## config.mk

```make
export PLATFORM = sky130hd
export DESIGN_NAME = wb_vector_slave
export DESIGN_NICKNAME = d
export VERILOG_FILES = /design/src/rtl/wb_vector_slave.sv
export SDC_FILE = /design/constraint.sdc
export NUM_CORES = 1
export LEC_CHECK = 0
export BUFFER_PORTS_ARGS = -buffer_cell sky130_fd_sc_hd__buf_4
export CAP_MARGIN = 10
export CORE_MARGIN = 2
export CORE_UTILIZATION = 50
export DETAILED_ROUTE_END_ITERATION = 10
export PLACE_DENSITY_LB_ADDON = 0.1
export SYNTH_ARGS = -nofsm -noshare
export SYNTH_HDL_FRONTEND = slang
export SYNTH_SLANG_ARGS = --single-unit
export TNS_END_PERCENT = 50
```

## constraint.sdc

```tcl
create_clock -name clk -period 2.94 [get_ports clk]
set_input_delay 0.294 -clock clk [delete_from_list [all_inputs] [get_ports clk]]
set_output_delay 0.294 -clock clk [all_outputs]
set_load 0.02 [all_outputs]
```

## src/rtl/wb_vector_slave.sv

```systemverilog
// ============================================================================
// Module  : wb_vector_slave
// Brief   : Wishbone classic write slave that gathers 3- or 4-lane vectors and
//           hands them to a writer through a double-buffered valid/ready port.
// Revision: 1.0
// ============================================================================
`default_nettype none

module wb_vector_slave #(
    parameter int WB_WIDTH = 32
) (
    input  logic                  clk,
    input  logic                  rst_n,
    input  logic                  CYC_I,
    input  logic                  STB_I,
    input  logic [WB_WIDTH-1:0]   ADR_I,
    input  logic [WB_WIDTH-1:0]   DAT_I,
    output logic                  ACK_O,
    input  logic                  iLongFlow,
    output logic                  oVecValid,
    input  logic                  iVecReady,
    output logic [WB_WIDTH-1:0]   oVecAddr,
    output logic [4*WB_WIDTH-1:0] oVecData,
    output logic [3:0]            oLaneMask,
    output logic                  oAbort,
    output logic                  oBusy
);

    logic [1:0]            r_lane;
    logic [WB_WIDTH-1:0]   r_stage_addr;
    logic                  r_stage_long;
    logic [4*WB_WIDTH-1:0] r_stage;
    logic                  r_ack;
    logic                  r_valid;
    logic [WB_WIDTH-1:0]   r_addr;
    logic [4*WB_WIDTH-1:0] r_data;
    logic [3:0]            r_mask;
    logic                  r_abort;

    logic                  w_req;
    logic                  w_last;
    logic                  w_lane_ok;
    logic                  w_accept;
    logic [4*WB_WIDTH-1:0] w_merged;

    // Lane 0 is never the last lane, so the staged mode is always the one that applies here.
    assign w_last    = (r_lane == 2'd3) || ((r_lane == 2'd2) && !r_stage_long);
    assign w_req     = CYC_I & STB_I & ~r_ack;
    assign w_lane_ok = ~w_last | ~r_valid | iVecReady;
    assign w_accept  = w_req & w_lane_ok;

    // Completed vector = staged lanes with the current beat merged in.
    always_comb begin
        w_merged = r_stage;
        for (int k = 0; k < 4; k++) begin
            if (r_lane == 2'(k)) begin
                w_merged[k*WB_WIDTH +: WB_WIDTH] = DAT_I;
            end
        end
    end

    always_ff @(posedge clk or negedge rst_n) begin
        if (!rst_n) begin
            r_lane       <= 2'd0;
            r_stage_addr <= '0;
            r_stage_long <= 1'b0;
            r_stage      <= '0;
            r_ack        <= 1'b0;
            r_abort      <= 1'b0;
        end else begin
            r_ack   <= w_accept;
            r_abort <= 1'b0;
            if (!CYC_I) begin
                r_lane  <= 2'd0;
                r_abort <= (r_lane != 2'd0);
            end else if (w_accept) begin
                if (r_lane == 2'd0) begin
                    r_stage_addr                 <= ADR_I;
                    r_stage_long                 <= iLongFlow;
                    r_stage                      <= '0;
                    r_stage[WB_WIDTH-1:0]        <= DAT_I;
                end else begin
                    r_stage[r_lane*WB_WIDTH +: WB_WIDTH] <= DAT_I;
                end
                r_lane <= w_last ? 2'd0 : r_lane + 2'd1;
            end
        end
    end

    // Output slot: a new vector loading on the same edge as a handshake keeps it full.
    always_ff @(posedge clk or negedge rst_n) begin
        if (!rst_n) begin
            r_valid <= 1'b0;
            r_addr  <= '0;
            r_data  <= '0;
            r_mask  <= 4'h0;
        end else if (w_accept && w_last) begin
            r_valid <= 1'b1;
            r_addr  <= r_stage_addr;
            r_data  <= w_merged;
            r_mask  <= r_stage_long ? 4'hF : 4'h7;
        end else if (r_valid && iVecReady) begin
            r_valid <= 1'b0;
        end
    end

    assign ACK_O     = r_ack;
    assign oVecValid = r_valid;
    assign oVecAddr  = r_addr;
    assign oVecData  = r_data;
    assign oLaneMask = r_mask;
    assign oAbort    = r_abort;
    assign oBusy     = (r_lane != 2'd0) | r_valid;

endmodule

`default_nettype wire

```

==> results of run 1 <==
-- cell families (layout without fill, tap and decap cells) --
family                     count (synthesis)  in the layout  share of synthesized area (%)
DFF                                      328            328                          58.53
muxes                                    309            309                          22.93
and+or+nand+nor                          230            230                          6.469
buffers and inverters                    194            443                          5.871
AOI/OAI and AO/OA                        148            148                          5.746
adders and majority gates                  5              5                         0.4461
-- repair_timing --
action,4_1_cts,5_1_grt
hold endpoints to repair,76,0
setup buffers,0,0
hold buffers,22,0
-- where the power goes --
part,switching (W),internal (W)
Sequential,0.000514,0.00541
Clock,0.00175,0.00277
Combinational,0.00184,0.00156
Total,0.00410,0.00974
-- final cells by class --
cell class | instances | area [µm²] | area share (%)
multi-input cells | 692 | 5040 | 28.45
flip-flops and latches | 328 | 8208 | 46.34
repair buffers | 295 | 2477 | 13.99
clock inverters | 9 | 126.4 | 0.7134
well taps | 378 | 473.0 | 2.670
clock buffers | 53 | 1066 | 6.018
inverters | 86 | 322.8 | 1.822
-- worst max-delay path by stage --
| stage | endpoint | slack (ns) | depth (start not counted) |
|---|---|---|---|
| finish | oBusy | 0.39 | 5 |
| global route | r_stage[22]$_DFFE_PN0P_ | 0.24 | 7 |
| CTS | oBusy | 0.36 | 5 |
| detailed placement | r_stage[19]$_DFFE_PN0P_ | 0.43 | 7 |
| global placement | r_stage[18]$_DFFE_PN0P_ | 0.52 | 7 |
| floorplan | r_stage[13]$_DFFE_PN0P_ | 0.79 | 9 |
-- sequential cells by signal, indices dropped and copies added, names as in the netlist --
register and cells:
r_stage 128, oAbort 1, r_stage_long 1, oLaneMask 2
ACK_O 1, r_lane 2, oVecData 128, r_stage_addr 32
oVecValid 1, oVecAddr 32
-- worst register-to-register path: cells and delay by family, from the launching register on --
family	cells	cell delay (ns)
DFF	1	0.49
muxes	1	0.35
and+or+nand+nor	2	0.60
buffers and inverters	2	0.50
AOI/OAI and AO/OA	1	0.22
adders and majority gates	1	0.24
-- through the flow --
step / setup WS, ns / hold WS (ns)
floorplan: 0.7915 / -0.001591
global placement: 0.5169 / 0.2761
detailed placement: 0.4308 / 0.2788
CTS: 0.3574 / 0.00009143
global route: 0.2417 / 0.005161
finish: 0.3947 / 0.01683
-- metal layers --
metal / routed length [µm] / part of all wire, % / track usage, %
met3: 1728 / 5.4 / 4.556
met2: 15040 / 47 / 35.29
met4: 558 / 1.8 / 5.490
met5: 0 / 0 / 0
met1: 14500 / 46 / 31.19
-- placed cells by master (no fill, tap or decap), types with 8 or more instances in the layout --
master and instances:
dfrtp_1 328, buf_4 256, nand2_1 216, mux2i_1 211, o21ai_0 129, inv_1 86, mux2_1 50, mux2_2 48
clkbuf_16 37, dlygate4sd3_1 22, buf_12 16, a22o_1 13, clkbuf_1 8, clkbuf_8 8
==> flow_metrics.tcl, run 1 <==
set metrics [dict create \
    wirelength_um 31820 \
    fin_crit_ns 2.545 \
    antenna_found_initial 0 \
    wl_per_cell_um 17.29 \
    cts_max_level 2 \
    hp-class "in -> reg" \
    hold-path-cell-count 2 \
    yosys_register_bits 328 \
    die_y_um 171.5 \
    cellLeakagePower_nw 8.615 \
    worstPathMaxFanout 18 \
    finalSetupViolCount 0 \
    gr-usage-all-layers_pct 22.13 \
    antenna_left 0 \
    area_delta_synth_final_pct 26.32 \
    cts.sinks 328 \
    fillers 2271 \
    dieArea_mm2 0.02940 \
    slowest_stage "dfrtp_1" \
    io_pins 238 \
    stdcell_count 1841 \
    via_count 9263 \
    ys_types 27 \
    slew_viol_final 0 \
    ir_drop_mv 0.6563 \
    dp_hpwl_um 20690 \
    status "completed" \
    viasPerCell 5.032 \
    cts_buffer_depth 3 \
    grt_pass1_vias 9383 \
    hold_end "r_stage_addr[17]$_DFFE_PN0P_" \
    async_reset_ff_share_pct 100.0 \
    dpl-instance-area_mm2 0.01630 \
    drive_gt1_share_pct 26.38 \
    cp_common_cell "buf_4" \
    drt-pass1-iter-count 4 \
    die_w_um 171.5 \
    worstPathArrival_ns 2.25 \
    crit_start "r_lane[0]$_DFFE_PN0P_" \
    grt_pass1_wl_um 51180 \
    worstSetupEndpointType "primary output" \
    cts_buffers 36 \
    yosys-top-cells-count "dfrtp_1 (328), nand2_1 (216), mux2i_1 (211)" \
    power_density_mw_per_mm2 781.5 \
    ff2ff_path_depth 7 \
    io_buffers 237 \
    worstSkewPairLatency_ns 0.51 \
    diodes 0 \
    clkTransAtPathRegs_ns 0.06 \
    yosys.area.top_type_share_pct 58.53 \
    route.detailed.drc 0 \
    setup_tns_ns 0 \
    yosysTopAreaCell "dfrtp_1" \
    r2r_start "r_lane[0]$_DFFE_PN0P_" \
    cts_tree "done" \
    drt_iter0_drc 434 \
    core-area_mm2 0.02771 \
    rsz0062_at_grt "no" \
    cp.required_ns 2.65 \
    syn-cell-area_mm2 0.01402 \
    worstHoldStart "ADR_I[17]" \
    synth_nets 1289 \
    final_core_util_pct 63.93 \
    grt.overflow.total 0 \
    grt_max_degree 84 \
    r2r-end "r_stage[19]$_DFFE_PN0P_" \
    crit_family "buffers and inverters" \
    rows 61 \
    synth-main-ff-cell "dfrtp_1" \
    timing.final.crit_share_pct 86.57 \
    max_freq_mhz 392.9 \
    p_total_w 0.01384 \
    regToRegSetupSlack_ns 0.40 \
    netlist_instances 1214 \
    drv_cap 0 \
    slew_headroom_pct 52.32 \
    synth_edf_count 0 \
    cts_resized 0 \
    dp_cells 1757 \
    skew_ns 0.01994 \
    critPathBufInv 3 \
    cp_slowest_stage_delay_ns 0.47 \
    start_util_pct 50.61 \
    design_area_mm2 0.01771 \
    synth-warning-count 0 \
    fin_nets 1514 \
    hold_violations 0 \
    clock-root-buffer "clkbuf_16" \
    max_slew.worst_pin.slew_ns 0.7152 \
    seq_area_frac_synth_pct 58.53 \
    ys_top_cells_by_area "dfrtp_1 (59%), mux2i_1 (15%), nand2_1 (5.8%)" \
    synth.most_common_cell "dfrtp_1" \
    crit_chain "inv_1, ha_4, buf_4, nand2b_1, buf_4" \
    crit_type "reg -> out" \
    crit_path_start_kind "register" \
    gp_congestion 0.7323 \
    syn_area_per_cell_um2 11.55 \
]
Power figures use the tool's default switching activity.
==> run 2: changes to the inputs <==
--- a/config.mk
+++ b/config.mk
@@ -7,10 +7,12 @@
 export LEC_CHECK = 0
 export BUFFER_PORTS_ARGS = -buffer_cell sky130_fd_sc_hd__buf_4
 export CAP_MARGIN = 10
+export CORE_ASPECT_RATIO = 1.25
 export CORE_MARGIN = 2
 export CORE_UTILIZATION = 50
 export DETAILED_ROUTE_END_ITERATION = 10
 export PLACE_DENSITY_LB_ADDON = 0.1
+export SLEW_MARGIN = 30
 export SYNTH_ARGS = -nofsm -noshare
 export SYNTH_HDL_FRONTEND = slang
 export SYNTH_SLANG_ARGS = --single-unit
==> run 2 against run 1 <==
Register-to-register slack improved by 0.04 ns; power shrank 1.9%; clock power fell by 5.5%; clock-buffer cell count fell by 5; largest power group unchanged.
==> flow_metrics.tcl, run 2 (synthesis results as in run 1) <==
set metrics [dict create \
    status "completed" \
    cp_common_cell "buf_12" \
    drv_cap 0 \
    grt_pass1_wl_um 52470 \
    fin_nets 1507 \
    cp.required_ns 3.31 \
    cts_tree "done" \
    critPathBufInv 3 \
    rows 68 \
    cts_resized 0 \
    hold_violations 0 \
    worstPathArrival_ns 2.87 \
    max_slew.worst_pin.slew_ns 0.7426 \
    slowest_stage "dfrtp_1" \
    grt_max_degree 87 \
    skew_ns 0.01378 \
    final_core_util_pct 63.37 \
    cts_max_level 2 \
    cts_buffers 34 \
    area_delta_synth_final_pct 24.58 \
    layout_commonest_cell "dfrtp_1" \
    route.detailed.drc 0 \
    setup_tns_ns 0 \
    stdcell_count 1806 \
    fillers 2272 \
    start_util_pct 50.87 \
    drt-pass1-iter-count 5 \
    grt.overflow.total 0 \
    crit_family "buffers and inverters" \
    slew_viol_final 0 \
    worstSkewPairLatency_ns 0.51 \
    die_y_um 191.2 \
    antenna_found_initial 0 \
    antenna_left 0 \
    finalSetupViolCount 0 \
    crit_path_start_kind "register" \
    fin_crit_ns 2.504 \
    cts_buffer_depth 3 \
    ir_drop_mv 0.6668 \
    wl_per_cell_um 17.90 \
    io_buffers 237 \
    die_w_um 153.8 \
    gr-usage-all-layers_pct 22.28 \
    via_count 9206 \
    regArea_mm2 0.008208 \
    power_density_mw_per_mm2 777.4 \
    max_freq_mhz 399.4 \
    worstSetupEndpointType "register" \
    multi_input_area_mm2 0.005040 \
    dp_cells 1726 \
    grt_pass1_vias 9626 \
    io_pins 238 \
    clkTransAtPathRegs_ns 0.06 \
    cp_slowest_stage_delay_ns 0.50 \
    rsz0062_at_grt "no" \
    hp-class "in -> reg" \
    crit_type "reg -> reg" \
    drt_iter0_drc 370 \
    final_cell_mix "dfrtp_1 (328), buf_4 (259), nand2_1 (216)" \
    wirelength_um 32330 \
    dieArea_mm2 0.02941 \
    worstPathMaxFanout 86 \
    clock-root-buffer "clkbuf_16" \
    cts.sinks 328 \
    core-area_mm2 0.02757 \
    crit_chain "inv_1, ha_2, and2b_4, o211ai_1, buf_12, buf_12, o21ai_0" \
    slew_headroom_pct 50.49 \
    gp_congestion 0.7537 \
    drive_gt1_share_pct 26.24 \
    cellLeakagePower_nw 8.518 \
    dp_hpwl_um 21150 \
    timing.final.crit_share_pct 85.16 \
    viasPerCell 5.097 \
    diodes 0 \
]
==> run 2: cell types whose count changed in the layout (fill, tap and decap cells not counted), moves of 2 or more <==
cell / before / now
clkbuf_16: 37 / 35
dlygate4sd3_1: 22 / 20
buf_4: 256 / 259
clkbuf_8: 8 / 6
clkinv_2: 4 / 8
buf_12: 16 / 10
==> run 2: timing repair <==
| action | in CTS | in global routing |
|---|---|---|
| hold buffers | 20 | 0 |
| hold endpoints to repair | 80 | 0 |
| buffers inserted | 0 | 0 |
==> run 2: power breakdown <==
group          total [W]  leakage, nW  internal (W)  switching, W
registers        0.00592         4.37       0.00541      0.000511
logic            0.00339         3.60       0.00155       0.00184
clock network    0.00427        0.547       0.00252       0.00175
total             0.0136         8.52       0.00948       0.00410
==> run 2: through the flow <==
| step | hold WS [ns] | worst slack (ns) | total power, W | cell area [µm²] |
|---|---|---|---|---|
| floorplan | -0.001591 | 0.7915 | 0.007805 | 14020 |
| global placement | 0.3118 | 0.4826 | 0.009341 | 16170 |
| detailed placement | 0.3150 | 0.4424 | 0.009421 | 16170 |
| CTS | 0.0002202 | 0.4061 | 0.01375 | 17470 |
| global route | 0.005262 | 0.2838 | 0.01426 | 17470 |
| finish | 0.01327 | 0.4362 | 0.01358 | 17470 |
==> run 2: worst paths after layout <==
path	start	endpoint	slack (ns)	cells past startpoint
max reg2reg	r_lane[0]$_DFFE_PN0P_	oVecData[77]$_DFFE_PN0P_	0.44	7
min in group asynchronous	rst_n	r_stage[49]$_DFFE_PN0P_	0.34	2
max in group asynchronous	rst_n	r_stage_addr[5]$_DFFE_PN0P_	1.71	3
min reg2reg	oVecData[80]$_DFFE_PN0P_	oVecData[80]$_DFFE_PN0P_	0.48	2
max	r_lane[0]$_DFFE_PN0P_	oVecData[77]$_DFFE_PN0P_	0.44	7
min	ADR_I[20]	r_stage_addr[20]$_DFFE_PN0P_	0.01	2
==> run 2: final cells by class <==
class                           count  area share [%]
Sequential cell                   328           46.98
Multi-Input combinational cell    692           28.85
Timing Repair Buffer              290           13.51
Clock buffer                       48           5.637
Tap cell                          350           2.507
Inverter                           86           1.848
Clock inverter                     12          0.6661
==> run 2: metal layers <==
layer	share of wire [%]	GRT usage [%]
met3	6.1	5.350
met4	2.1	5.787
met2	48	36.89
met5	0	0
met1	44	29.72
==> run 3: changes to the inputs <==
--- a/config.mk
+++ b/config.mk
@@ -7,11 +7,13 @@
 export LEC_CHECK = 0
 export BUFFER_PORTS_ARGS = -buffer_cell sky130_fd_sc_hd__buf_4
 export CAP_MARGIN = 10
+export CELL_PAD_IN_SITES_DETAIL_PLACEMENT = 2
+export CELL_PAD_IN_SITES_GLOBAL_PLACEMENT = 2
 export CORE_ASPECT_RATIO = 1.25
 export CORE_MARGIN = 2
-export CORE_UTILIZATION = 50
+export CORE_UTILIZATION = 37
 export DETAILED_ROUTE_END_ITERATION = 10
-export PLACE_DENSITY_LB_ADDON = 0.1
+export PLACE_DENSITY = 0.79
 export SLEW_MARGIN = 30
 export SYNTH_ARGS = -nofsm -noshare
 export SYNTH_HDL_FRONTEND = slang
==> run 3 against run 2 <==
Worst hold slack better by 0.0016 ns; non-clock buffer count up 4; sequential power up 3%; final area up 2.7%; die area up 34%; power up 9.1%; maximum frequency down 4.5%; routed wire length up 38%; clock power up 19%; register-to-register slack worse by 0.12 ns; critical path type unchanged; critical endpoint is now r_stage[88]$_DFFE_PN0P_.
==> flow_metrics.tcl, run 3 (synthesis results as in run 1) <==
set metrics [dict create \
    status "completed" \
    diodes 0 \
    wl_per_cell_um 22.90 \
    r2r_start "r_lane[0]$_DFFE_PN0P_" \
    grt.overflow.total 0 \
    grt_pass1_vias 11440 \
    cts_tree "done" \
    io_buffers 237 \
    ir_drop_mv 0.5530 \
    dieArea_mm2 0.03948 \
    viasPerCell 5.097 \
    hold_violations 0 \
    timing.final.crit_share_pct 89.15 \
    drive_gt1_share_pct 26.43 \
    wirelength_um 44750 \
    hold_end "r_stage_addr[29]$_DFFE_PN0P_" \
    cts_max_level 2 \
    area_delta_synth_final_pct 27.98 \
    slew_viol_final 0 \
    max_slew.worst_pin.slew_ns 0.7187 \
    gr-usage-all-layers_pct 23.01 \
    antenna_found_initial 0 \
    grt_pass1_wl_um 69650 \
    drv_cap 0 \
    setup_tns_ns 0 \
    core-area_mm2 0.03726 \
    pre_cts_slack_ns 0.3130 \
    crit_start "r_lane[0]$_DFFE_PN0P_" \
    cts.sinks 328 \
    skew_ns 0.02085 \
    dp_hpwl_um 27250 \
    start_util_pct 37.63 \
    clkTransAtPathRegs_ns 0.06 \
    die_w_um 178.1 \
    die_y_um 221.7 \
    worstSkewPairLatency_ns 0.53 \
    worstHoldStart "ADR_I[29]" \
    cts_buffers 37 \
    via_count 9959 \
    p_total_w 0.01482 \
    antenna_left 0 \
    clock-root-buffer "clkbuf_16" \
    route.detailed.drc 0 \
    setup_slack_ns 0.3190 \
    crit_path_start_kind "register" \
    hp-class "in -> reg" \
    io_pins 238 \
    worstPathArrival_ns 3.04 \
    final_cell_mix "dfrtp_1 (328), buf_4 (255), nand2_1 (216)" \
    worstPathMaxFanout 34 \
    regToRegSetupSlack_ns 0.32 \
    hold-path-cell-count 2 \
    r2r-end "r_stage[88]$_DFFE_PN0P_" \
    cts_buffer_depth 3 \
    finalSetupViolCount 0 \
    drt_iter0_drc 398 \
    drt-pass1-iter-count 4 \
    gp_congestion 0.7442 \
    cellLeakagePower_nw 8.661 \
    crit_type "reg -> reg" \
    ff2ff_path_depth 7 \
    grt_max_degree 131 \
    cp.required_ns 3.36 \
    max_freq_mhz 381.5 \
    slew_headroom_pct 52.09 \
    rsz0062_at_grt "no" \
    fin_nets 1514 \
    layout_commonest_cell "dfrtp_1" \
    power_density_mw_per_mm2 825.7 \
    rows 79 \
    worstSetupEndpointType "register" \
    fin_crit_ns 2.621 \
]
-- run 3: cell count changes in the layout (fill, tap and decap cells not counted) --
cell,change
dlygate4sd3_1,+7
clkbuf_8,+6
buf_4,-4
clkbuf_16,+4
bufinv_16,+3
clkinv_2,-3
buf_12,+1
clkbuf_1,-1
clkinvlp_4,-1
-- run 3: worst max path at each step --
stage | cells after the start | to
6_report | 7 | r_stage[88]$_DFFE_PN0P_
5_1_grt | 7 | r_stage[88]$_DFFE_PN0P_
4_1_cts | 7 | r_stage[83]$_DFFE_PN0P_
3_5_place_dp | 7 | r_stage[83]$_DFFE_PN0P_
3_3_place_gp | 7 | r_stage[72]$_DFFE_PN0P_
2_1_floorplan | 9 | r_stage[13]$_DFFE_PN0P_
-- run 3: stage by stage --
step                      util [%]  hold slack [ns]  area (µm²)  cells
after global routing         48.16         0.003448       17950   1954
after global placement       43.82           0.3534       16330   1859
after detailed placement     43.82           0.3614       16330   1859
after floorplan                  -        -0.001591       14020   1214
final                        48.16          0.01487       17950   1954
after CTS                    48.10         0.001213       17930   1952
-- run 3: worst max-delay path, stage by stage, from the launching register on --
cell	delay [ns]
dfrtp_1	0.48
inv_1	0.24
ha_2	0.23
buf_4	0.56
nor4b_4	0.35
buf_4	0.38
nand2_1	0.12
mux2i_1	0.18
-- run 3: area by class of cell --
| class | instances | area, µm² |
|---|---|---|
| Multi-Input combinational cell | 692 | 5040 |
| Sequential cell | 328 | 8208 |
| Tap cell | 486 | 608.1 |
| Clock buffer | 57 | 1164 |
| Fill cell | 3664 | 19320 |
| Clock inverter | 11 | 183.9 |
| Inverter | 86 | 322.8 |
| Timing Repair Buffer | 294 | 2420 |
-- run 3: report_power, final --
part,leakage (nW),switching [W],internal (W)
Sequential,4.37,0.000653,0.00542
Combinational,3.62,0.00210,0.00156
Clock,0.669,0.00192,0.00317
-- run 3: layer usage --
metal	part of all wire (%)	track usage, %	vias to the layer above
met1	39	26.86	5230
met4	3.0	7.245	0
met2	55	42.61	207
met5	0	0	-
li1	-	-	4450
met3	3.4	3.584	72
-- run 3: repair_timing --
item                      4_1_cts  5_1_grt
hold buffers                   25        2
resized for setup               0        0
setup buffers                   0        0
hold endpoints to repair      101        2
